File: src/rtl/jt7759_cendiv.sv
// Clock-enable splitter for the uPD7759 core: decoder enable plus a
// phase-locked control enable with programmable ratio and phase restart.
module jt7759_cendiv #(
  parameter int DW     = 6,
  parameter int PRE    = 2,
  parameter int MINDIV = 9,
  parameter int CTLSH  = 3
) (
  input  logic          clk,
  input  logic          rst_n,
  input  logic          cen,
  input  logic [DW-1:0] divby,
  input  logic          sync,
  output logic          cen_ctl,
  output logic          cen_dec,
  output logic [DW-1:0] divby_l
);

  localparam int CW = DW + PRE;
  localparam logic [DW-1:0] MIN = DW'(MINDIV);
  localparam bit CTL_ALL = (CTLSH == 0);

  logic [PRE-1:0] pre_q, pre_d;
  logic [DW-1:0]  dec_q, dec_d;
  logic [DW-1:0]  dl_q, dl_d;
  logic [CW-1:0]  ctl_q, ctl_d;
  logic           octl_q, octl_d;
  logic           odec_q, odec_d;

  logic [CW-1:0]  per;
  logic [CW-1:0]  ctlp_raw;
  logic [CW-1:0]  ctlp;
  logic           eoc_pre;
  logic           eoc_dec;
  logic           eoc_ctl;

  function automatic logic [DW-1:0] clamp(
    input logic [DW-1:0] x
  );
    return (x < MIN) ? MIN : x;
  endfunction

  // Period math wraps in CW bits; a zero control period becomes 1
  always_comb begin
    per      = ({{PRE{1'b0}}, dl_q} + CW'(1)) << PRE;
    ctlp_raw = per >> CTLSH;
    ctlp     = (ctlp_raw == '0) ? CW'(1) : ctlp_raw;
    eoc_pre  = &pre_q;
    eoc_dec  = eoc_pre && (dec_q == dl_q);
    eoc_ctl  = (ctl_q == ctlp - CW'(1)) || eoc_dec;
  end

  always_comb begin
    pre_d  = pre_q;
    dec_d  = dec_q;
    dl_d   = dl_q;
    ctl_d  = ctl_q;
    octl_d = 1'b0;
    odec_d = 1'b0;
    if (sync) begin
      pre_d = '0;
      dec_d = '0;
      ctl_d = '0;
      dl_d  = clamp(divby);
    end else if (cen) begin
      pre_d = pre_q + PRE'(1);
      if (eoc_pre) begin
        dec_d = eoc_dec ? '0 : dec_q + DW'(1);
      end
      if (eoc_dec) begin
        dl_d = clamp(divby);
      end
      ctl_d  = eoc_ctl ? '0 : ctl_q + CW'(1);
      odec_d = eoc_dec;
      octl_d = CTL_ALL | eoc_ctl;
    end
  end

  always_ff @(posedge clk) begin
    if (!rst_n) begin
      pre_q  <= '0;
      dec_q  <= '0;
      ctl_q  <= '0;
      dl_q   <= MIN;
      octl_q <= 1'b0;
      odec_q <= 1'b0;
    end else begin
      pre_q  <= pre_d;
      dec_q  <= dec_d;
      ctl_q  <= ctl_d;
      dl_q   <= dl_d;
      octl_q <= octl_d;
      odec_q <= odec_d;
    end
  end

  assign cen_ctl = octl_q;
  assign cen_dec = odec_q;
  assign divby_l = dl_q;

endmodule

File: config.mk
export PLATFORM = sky130hd
export DESIGN_NAME = jt7759_cendiv
export DESIGN_NICKNAME = d
export VERILOG_FILES = /design/src/rtl/jt7759_cendiv.sv
export SDC_FILE = /design/constraint.sdc
export NUM_CORES = 1
export LEC_CHECK = 0
export CAP_MARGIN = 40
export CELL_PAD_IN_SITES_DETAIL_PLACEMENT = 0
export CELL_PAD_IN_SITES_GLOBAL_PLACEMENT = 1
export CORE_ASPECT_RATIO = 0.9
export CORE_MARGIN = 2
export CORE_UTILIZATION = 37
export CTS_CLUSTER_DIAMETER = 120
export DETAILED_ROUTE_END_ITERATION = 16
export PLACE_DENSITY_LB_ADDON = 0.1
export SLEW_MARGIN = 0
export SYNTH_ARGS = -nofsm -noshare
export SYNTH_HDL_FRONTEND = slang
export SYNTH_SLANG_ARGS = --single-unit
File: constraint.sdc
create_clock -name clk -period 1.97 [get_ports clk]
set_input_delay 0.394 -clock clk [delete_from_list [all_inputs] [get_ports clk]]
set_output_delay 0.394 -clock clk [all_outputs]
set_load 0.005 [all_outputs]
==> impl_results.md <==
* Outcome: complete, but fails checks
* Violated checks: negative setup slack
* Inserted Clock Buffers at 3
* Max cap viols at 0
* CP required at 2.12 ns
* Largest net degree at the start of global routing at 14
* DP Area at roughly 0.0018 sq mm
* Mapped Nets at approximately 180
* Avg WL per Cell at ~13 um
* RSZ-0062 raised after global routing: yes
* Root buf cell: clkbuf_8
* Reg2Reg Setup Slack at -0.03 ns
* Fmax at around 500 MHz
* Hold Path Depth at 2
* Total track usage at 15.2%
* WS Path Type: reg -> reg
* Core area at roughly 0.0038 sq mm
* DR vias/cell at between 4 and 5
* P_int at between 0.8 and 0.9 mW
* Nets at between 200 and 250
* Design area at 0.00193 sq mm
* Max Fanout on Critical Path at 5
* Total negative setup slack at -0.170 ns
* Comb power frac at 22.8%
* Routed wire length at around 3.2 mm
* Top Ports at 18
* Sw frac at between 20% and 30%
* CP Data Arrival Time at between 2 and 2.5 ns
* Ranking of synthesized cells by area: dfxtp_1 (33%), xnor2_1 (7.8%), xor2_1 (7.2%)
* Sequential share of power at 46.4%
* Clock latency at the later pin of the worst-skew pair at about 0.27 ns
* Layout cells sized above 1 at roughly 24%
* Hpwl dp at 2.49 mm
* Initial antenna violation count at 0
* Die height at 63.6 um
* Routability congestion estimate at approximately 0.75
* Crit. End Element: register
* Die ar. at 0.00446 sq mm
* Final Slew Violations at 0
* TritonCTS clock tree: built
* Post-synth EDFFs at 0
* Critical Path, Cell by Cell: ha_4, or2_4, o22a_1, o311ai_1, o21ai_1, xnor2_2, nor4_4, nor3_1
* Hold Buf Count CTS at 0
* Setup ws final at -0.0322 ns
* Largest delay share family, worst path: simple AND/OR/NAND/NOR gates
* # rows at 21
* DRC errors left at 0
* Peak VDD IR at 318 uV
* Max incr delay on CP at approximately 0.35 ns
* Fraction of registers with async set/reset at 0%
* Die width at around 70 um
* Deepest clock path buffer count at 2
* Yosys top cell by area: dfxtp_1
* DR top layer: met4
* Clk pwr share at between 30% and 40%
* Initial core utilization at about two fifths
* P per Cell Area at approximately 570 mW/mm^2
* Fin. Hold Viols at 0
* Main synth FF type: dfxtp_1
* Worst slew pin tran at about 0.38 ns
* Register bit total from synthesis at 24
* Antenna Nets Post-Route at 0
* M1 WL at 1.67 mm
* Worst-case reg-to-reg path depth at 8
* Unique cell type count in the Yosys netlist at 49
* Vias in the first global route at 1,170
* Post-synth top area share at between 30% and 40%
* Synthesis-to-finish area growth at 32.3%
* Clk sink count at 24
* CTS H-tree depth at 1
* Tmin final at roughly 2.0 ns
* Routed wl met3 at around 40 um
* Clock Skew at between 0.002 and 0.003 ns
* Via count at approximately 1,200
* Wire length of the first global-routing pass at ~5.5 mm
* Final setup fails at 6
* Total grt overflow at 0
* Reg-to-reg endpoint: ctl_q[4]
* Worst Setup EP: ctl_q[4]
* Rel. slew slack at roughly 75%
* Avg Cell Area, Syn at ~9.0 sq um
* Worst hold path type: reg -> reg
* Final period utilization at 102%
* Critical Path Slowest Stage Cell: dfxtp_2
* Sequential share of the synthesized area at 32.9%
* R2R Path Start: divby_l[0]
* Detailed Routing Iterations Pass 1 at 4
* Worst path depth at 8
* Antenna diodes at 0
* PortBufs at 17
* Synth warn at 0
* P_sw at around 0.28 mW
* Worst Setup Start Kind: register
* Worst Path Buf+Inv at 0
* Overall Power at about 1.1 mW
* CP startpoint: divby_l[0]
* Pleak at approximately 0.74 nW
* Clock-pin slew on the worst setup and hold paths at 0.08 ns
* Post-Synthesis Cells at 162
* Iter 0 DRT Violations at 58
* Routed length on met2 at 1.42 mm
* Mapped Area at roughly 0.0015 sq mm
-- cells in the final DEF (no fill, tap or decap), types with 3 or more instances in the layout --
cell type,instances
nor2b_1,4
a21oi_1,3
o21ai_1,3
nand4_1,4
nand2_1,14
dfxtp_2,3
clkdlybuf4s50_1,17
dfxtp_1,21
nor3_1,8
mux2i_1,6
a21oi_2,3
xnor2_1,12
inv_1,4
ha_1,3
buf_4,21
clkbuf_8,4
nor2_1,18
xor2_1,11
-- power by group through the flow --
stage | sequential, mW | combinational [mW] | clock [mW]
2_1_floorplan | 0.520 | 0.132 | 0
3_3_place_gp | 0.517 | 0.222 | 0
3_5_place_dp | 0.518 | 0.223 | 0
4_1_cts | 0.508 | 0.248 | 0.351
5_1_grt | 0.510 | 0.274 | 0.373
6_report | 0.508 | 0.249 | 0.337
-- worst min-delay path by stage --
stage / start / end
2_1_floorplan: rst_n / divby_l[0]
6_report: pre_q[1] / pre_q[1]
4_1_cts: pre_q[1] / pre_q[1]
5_1_grt: ctl_q[7] / ctl_q[7]
3_3_place_gp: pre_q[1] / pre_q[1]
3_5_place_dp: ctl_q[7] / ctl_q[7]
-- kinds of logic (layout without fill, tap and decap cells) --
family / count (synthesis) / in the layout / share of synthesized area, %
buffers and inverters: 9 / 48 / 3.60
DFF: 24 / 24 / 32.9
and+or+nand+nor: 67 / 67 / 25.8
AOI/OAI and AO/OA: 25 / 25 / 12.2
muxes: 7 / 7 / 5.15
xor gates and xnor gates: 26 / 26 / 16.9
adders and majority gates: 4 / 4 / 3.43
-- through the flow --
| stage | setup WS [ns] | utilization [%] | instances | hold slack, ns |
|---|---|---|---|---|
| after CTS | -0.0561 | 51.1 | 247 | 0.542 |
| after global placement | -0.308 | 47.6 | 238 | 0.499 |
| final | -0.0322 | 51.4 | 247 | 0.536 |
| after global routing | -0.181 | 51.4 | 247 | 0.588 |
| after floorplan | 0.0321 | - | 162 | 0.456 |
| after detailed placement | -0.314 | 47.6 | 238 | 0.508 |
-- layout make-up --
type	count	area, sq um
multi-input cells	129	968
clock buffers	4	55.1
flip-flops and latches	24	484
repair buffers	40	350
well taps	46	57.6
inverters	4	15.0
fillers	364	1830
-- worst min-delay path, delay by kind of cell, from the launching register on --
| kind | cells | cell delay [ns] |
|---|---|---|
| flip-flops | 1 | 0.35 |
| multiplexers | 1 | 0.07 |
| AND/OR/NAND/NOR | 1 | 0.08 |
-- cell usage after synthesis, types with 2 or more instances --
cell,n
a21oi_1,4
a21oi_2,2
a31oi_1,2
and2b_1,2
buf_4,2
dfxtp_1,24
ha_1,4
inv_1,4
mux2i_1,6
nand2_1,14
nand2b_1,2
nand3_1,2
nand4_1,4
nor2_1,18
nor2b_1,4
nor3_1,8
o2111ai_1,2
o21ai_0,2
o21ai_1,3
xnor2_1,13
xor2_1,12
-- layer usage --
layer	up-vias	GRT usage (%)
met4	0	4.33
li1	643	-
met3	4	1.92
met5	-	0
met2	4	24.6
met1	572	21.2
-- repair_timing --
item	CTS	global route
pin swaps	3	1
endpoints found under the setup margin	6	7
resized for setup	8	2
buffers inserted	5	0
-- registers in the layout, summed over array words and instances, names as in the netlist --
signal   count
divby_l      6
dec_q        6
pre_q        2
cen_dec      1
cen_ctl      1
ctl_q        8
Power figures use the tool's default switching activity.
==> variant 1 (config.mk and constraints unchanged) <==
Change the parameter `PRE` from 2 to 1.
--- a/src/rtl/jt7759_cendiv.sv
+++ b/src/rtl/jt7759_cendiv.sv
@@ -4,3 +4,3 @@
   parameter int DW     = 6,
-  parameter int PRE    = 2,
+  parameter int PRE    = 1,
   parameter int MINDIV = 9,
Check against the original RTL: not equivalent (Yosys sat finds a counterexample within 4 cycles, from zero or initial values and one cycle with rst_n low).
==> variant 1 against the unedited design <==
The run still ends with negative setup slack left. Routed wire length down 12%. Sequential cell count down 2. Clock power down 6%. Setup slack worse by 0.21 ns. Clock skew about the same. Design area down 13%. Total power down 10%. Global-route usage up 0.19 points. Area after synthesis down 13%. Sequential share of layout area up 1.1 points. First-iteration DRC count down 10%. Die area down 12%. Highest routed layer unchanged.
==> variant 1: results <==
metrics = {
    "status": {
        "outcome": "complete, but fails checks",
        "failed_checks": "negative setup slack",
    },
    "synthesis": {
        "synth_cells": 141,
        "yosys-top-cells-area": "dfxtp_1 35%, xor2_1 8.9%, xnor2_1 4.8%",
        "synthTopCellsByCount": "22 x dfxtp_1, 14 x nand2_1, 13 x nor2_1, 13 x xor2_1, 10 x nor3_1",
        "synthMuxAreaShare": 0.0471,
        "synthXorXnorAreaFrac": 0.155,
        "yosysSeqAreaShare": 0.345,
        "synth.distinct_cells": 42,
        "synth_compound_area_frac": 0.111,
        "synth-adder-area-share": 0.0294,
        "syn_nets": 154,
    },
    "timing": {
        "tns_ns": -1.86,
        "fin_ws_ns": -0.242,
        "tightest_slew_ns": 0.537,
        "hold_slack_ns": 0.524,
        "setup_violations": 8,
        "skew_ns": 0.00308,
    },
    "global_route": {
        "grt_max_degree": 13,
        "first_global_vias": 1008,
        "grt_usage": 0.154,
    },
    "worst_setup_path": {
        "crit_path_top_delay_cell": "or3_1",
        "slowest_delay_ns": 0.37,
        "crit_arrival_ns": 2.42,
        "path_max_fanout": 8,
        "reg2reg_depth": 10,
        "worstSetupEndpoint": "cen_ctl",
        "crit_start": "divby_l[4]",
        "rr_endpoint": "cen_ctl",
    },
    "route": {
        "drt_iter0_markers": 52,
        "via_per_inst": 4.92,
        "wire_per_inst_um": 12.7,
        "drt_wl_total_um": 2780,
    },
    "cells_and_area": {
        "drive_gt1_frac": 0.223,
        "layout.nets": 189,
        "largest_reg_flops": 7,
    },
    "min_path": {
        "hold_path_end": "dec_q[1]",
        "hp-start": "dec_q[1]",
    },
    "power": {
        "ir_drop_uv": 382,
        "power.leakage_nw": 0.663,
    },
    "place": {
        "placed_area_um2": 1590,
        "dp_cells": 213,
        "place_congestion": 0.783,
        "dp_hpwl_um": 2150,
    },
}
variant 1: cell count changes in the layout (fill, tap and decap cells not counted), sizes merged, moves of 3 or more:
cell	unedited run	this run
xnor2	14	7
nor2	19	13
o21ai	6	1
buf	23	19
a21oi	6	3
inv	4	1
variant 1: stage by stage:
stage | total power [W] | setup slack, ns
4_1_cts | 0.000989 | -0.323
3_3_place_gp | 0.000655 | -0.310
5_1_grt | 0.00103 | -0.345
3_5_place_dp | 0.000658 | -0.331
6_report | 0.000983 | -0.242
2_1_floorplan | 0.000582 | -0.442
variant 1: final cells by class:
| cell class | count | area [µm²] |
|---|---|---|
| tap | 44 | 55.1 |
| timing repair buffer | 36 | 317 |
| multi-input combinational | 112 | 813 |
| sequential | 22 | 442 |
| fill | 326 | 1640 |
| inverter | 1 | 3.75 |
| clock buffer | 4 | 55.1 |
variant 1: what timing repair did:
action	CTS	global route
setup endpoints to repair	8	8
gates cloned	0	0
resized for setup	2	4
setup buffers	1	1
pin swaps	1	2
variant 1: logic make-up (layout without fill, tap and decap cells):
kind of cell	count (synthesis)	after routing
AND/OR/NAND/NOR	64	64
flip-flops	22	22
XOR/XNOR	21	21
AO/OA/AOI/OAI	18	18
buffers and inverters	7	41
multiplexers	6	6
adder cells (fa/ha/maj)	3	3
variant 1: metal layers:
metal | GRT usage | vias to the layer above | share of wire
li1 | - | 561 | -
met1 | 0.200 | 506 | 0.50
met2 | 0.258 | 9 | 0.47
met3 | 0.0395 | 2 | 0.020
met4 | 0.0357 | 0 | 0.0036
met5 | 0 | - | 0
variant 1: report_power, final:
part	total, W	internal, W	switching [W]
sequential	0.000463	0.000455	0.00000788
clock	0.000318	0.000178	0.000140
combinational	0.000201	0.000112	0.0000896
==> variant 2 (same flow settings) <==
Without the edit above. Add an input register stage for `cen`, `divby` and `sync`, without a reset; this delays them by one clock.
--- a/src/rtl/jt7759_cendiv.sv
+++ b/src/rtl/jt7759_cendiv.sv
@@ -21,2 +21,12 @@
   localparam bit CTL_ALL = (CTLSH == 0);
+
+  logic cen_q;
+  logic [DW-1:0] divby_q;
+  logic sync_q;
+
+  always_ff @(posedge clk) begin
+    cen_q   <= cen;
+    divby_q <= divby;
+    sync_q  <= sync;
+  end
 
@@ -59,3 +69,3 @@
     odec_d = 1'b0;
-    if (sync) begin
+    if (sync_q) begin
       pre_d = '0;
@@ -63,4 +73,4 @@
       ctl_d = '0;
-      dl_d  = clamp(divby);
-    end else if (cen) begin
+      dl_d  = clamp(divby_q);
+    end else if (cen_q) begin
       pre_d = pre_q + PRE'(1);
@@ -70,3 +80,3 @@
       if (eoc_dec) begin
-        dl_d = clamp(divby);
+        dl_d = clamp(divby_q);
       end
Function: changed (a bounded check fails within 4 cycles, from zero or initial values and one cycle with rst_n low).
==> variant 2 against the unedited design <==
The run still ends with negative setup slack left. Sequential power rose by 36%. Routed wire length rose by 12%. Sequential cell count rose by 8. Total power rose by 38%. Design area rose by 7.3%. Area after synthesis rose by 6.6%. Setup slack improved by 0.0084 ns. Critical path type unchanged. Largest cell class unchanged. Largest power group unchanged.
==> variant 2: results <==
metrics = {
    "timing": {
        "setup_violations": 6,
        "fin_ws_ns": -0.0238,
        "tightest_slew_ns": 0.330,
        "skew_ns": 0.00754,
    },
    "cells_and_area": {
        "nFillCells": 379,
        "stdcell_count": 257,
        "layout.nets": 222,
    },
    "route": {
        "met2_length_um": 1680,
        "wl_met1_um": 1650,
        "routed-wl-met3_um": 132,
        "drt_wl_total_um": 3530,
        "drt_iter0_markers": 61,
    },
    "place": {
        "place_congestion": 0.829,
        "dp_hpwl_um": 2730,
        "dp_cells": 249,
    },
    "power": {
        "pg_comb_w": 0.000204,
        "power.total_w": 0.00151,
        "power.leakage_nw": 0.816,
        "switchingPower_w": 0.000353,
        "ir_drop_uv": 404,
    },
    "clocking": {
        "cts_resized": 6,
        "numCtsBuffers": 5,
        "htree_levels": 2,
        "cts_setup_buffers": 0,
    },
    "worst_setup_path": {
        "rr_endpoint": "ctl_q[3]",
        "rr_startpoint": "divby_l[1]",
    },
    "status": {
        "failed_checks": "negative setup slack",
        "outcome": "complete, but fails checks",
    },
    "synthesis": {
        "synth_compound_area_frac": 0.115,
        "synth.distinct_cells": 40,
        "synth-adder-area-share": 0.0322,
        "syn_nets": 187,
        "synth_cells": 173,
        "yosys-top-cells-area": "dfxtp_1 41%, xnor2_1 7.9%, xor2_1 6.8%",
    },
    "global_route": {
        "first_global_vias": 1323,
        "grt_pass1_wl_um": 6110,
        "grt_usage": 0.171,
        "use_met1": 0.212,
    },
    "min_path": {
        "hold_path_end": "divby_l[3]",
    },
}
## variant 2: critical path, delay by kind of cell (launching register included)
family	cells	cell delay, ns
flops	1	0.37
xor+xnor	1	0.11
compound gates	3	0.80
simple gates	3	0.43
fa+ha+maj	1	0.18
## variant 2: per-stage QoR
stage	instance area [µm²]	hold slack (ns)	worst slack, ns	utilization	TNS (ns)
2_1_floorplan	1580	0.422	0.0121	-	0
3_3_place_gp	1910	0.493	-0.0487	0.472	-0.242
3_5_place_dp	1910	0.510	-0.0889	0.472	-0.511
4_1_cts	2030	0.537	-0.00546	0.503	-0.0108
5_1_grt	2070	0.541	-0.132	0.512	-0.651
6_report	2070	0.535	-0.0238	0.512	-0.0786
## variant 2: cell type report
class                      instances  area (µm²)  share of cell area
clock buffer                       6        72.6              0.0350
clock inverter                     2        35.0              0.0169
inverter                           2        7.51             0.00363
multi-input combinational        130         931               0.450
sequential                        32         644               0.311
tap                               48        60.1              0.0290
timing repair buffer              37         320               0.155
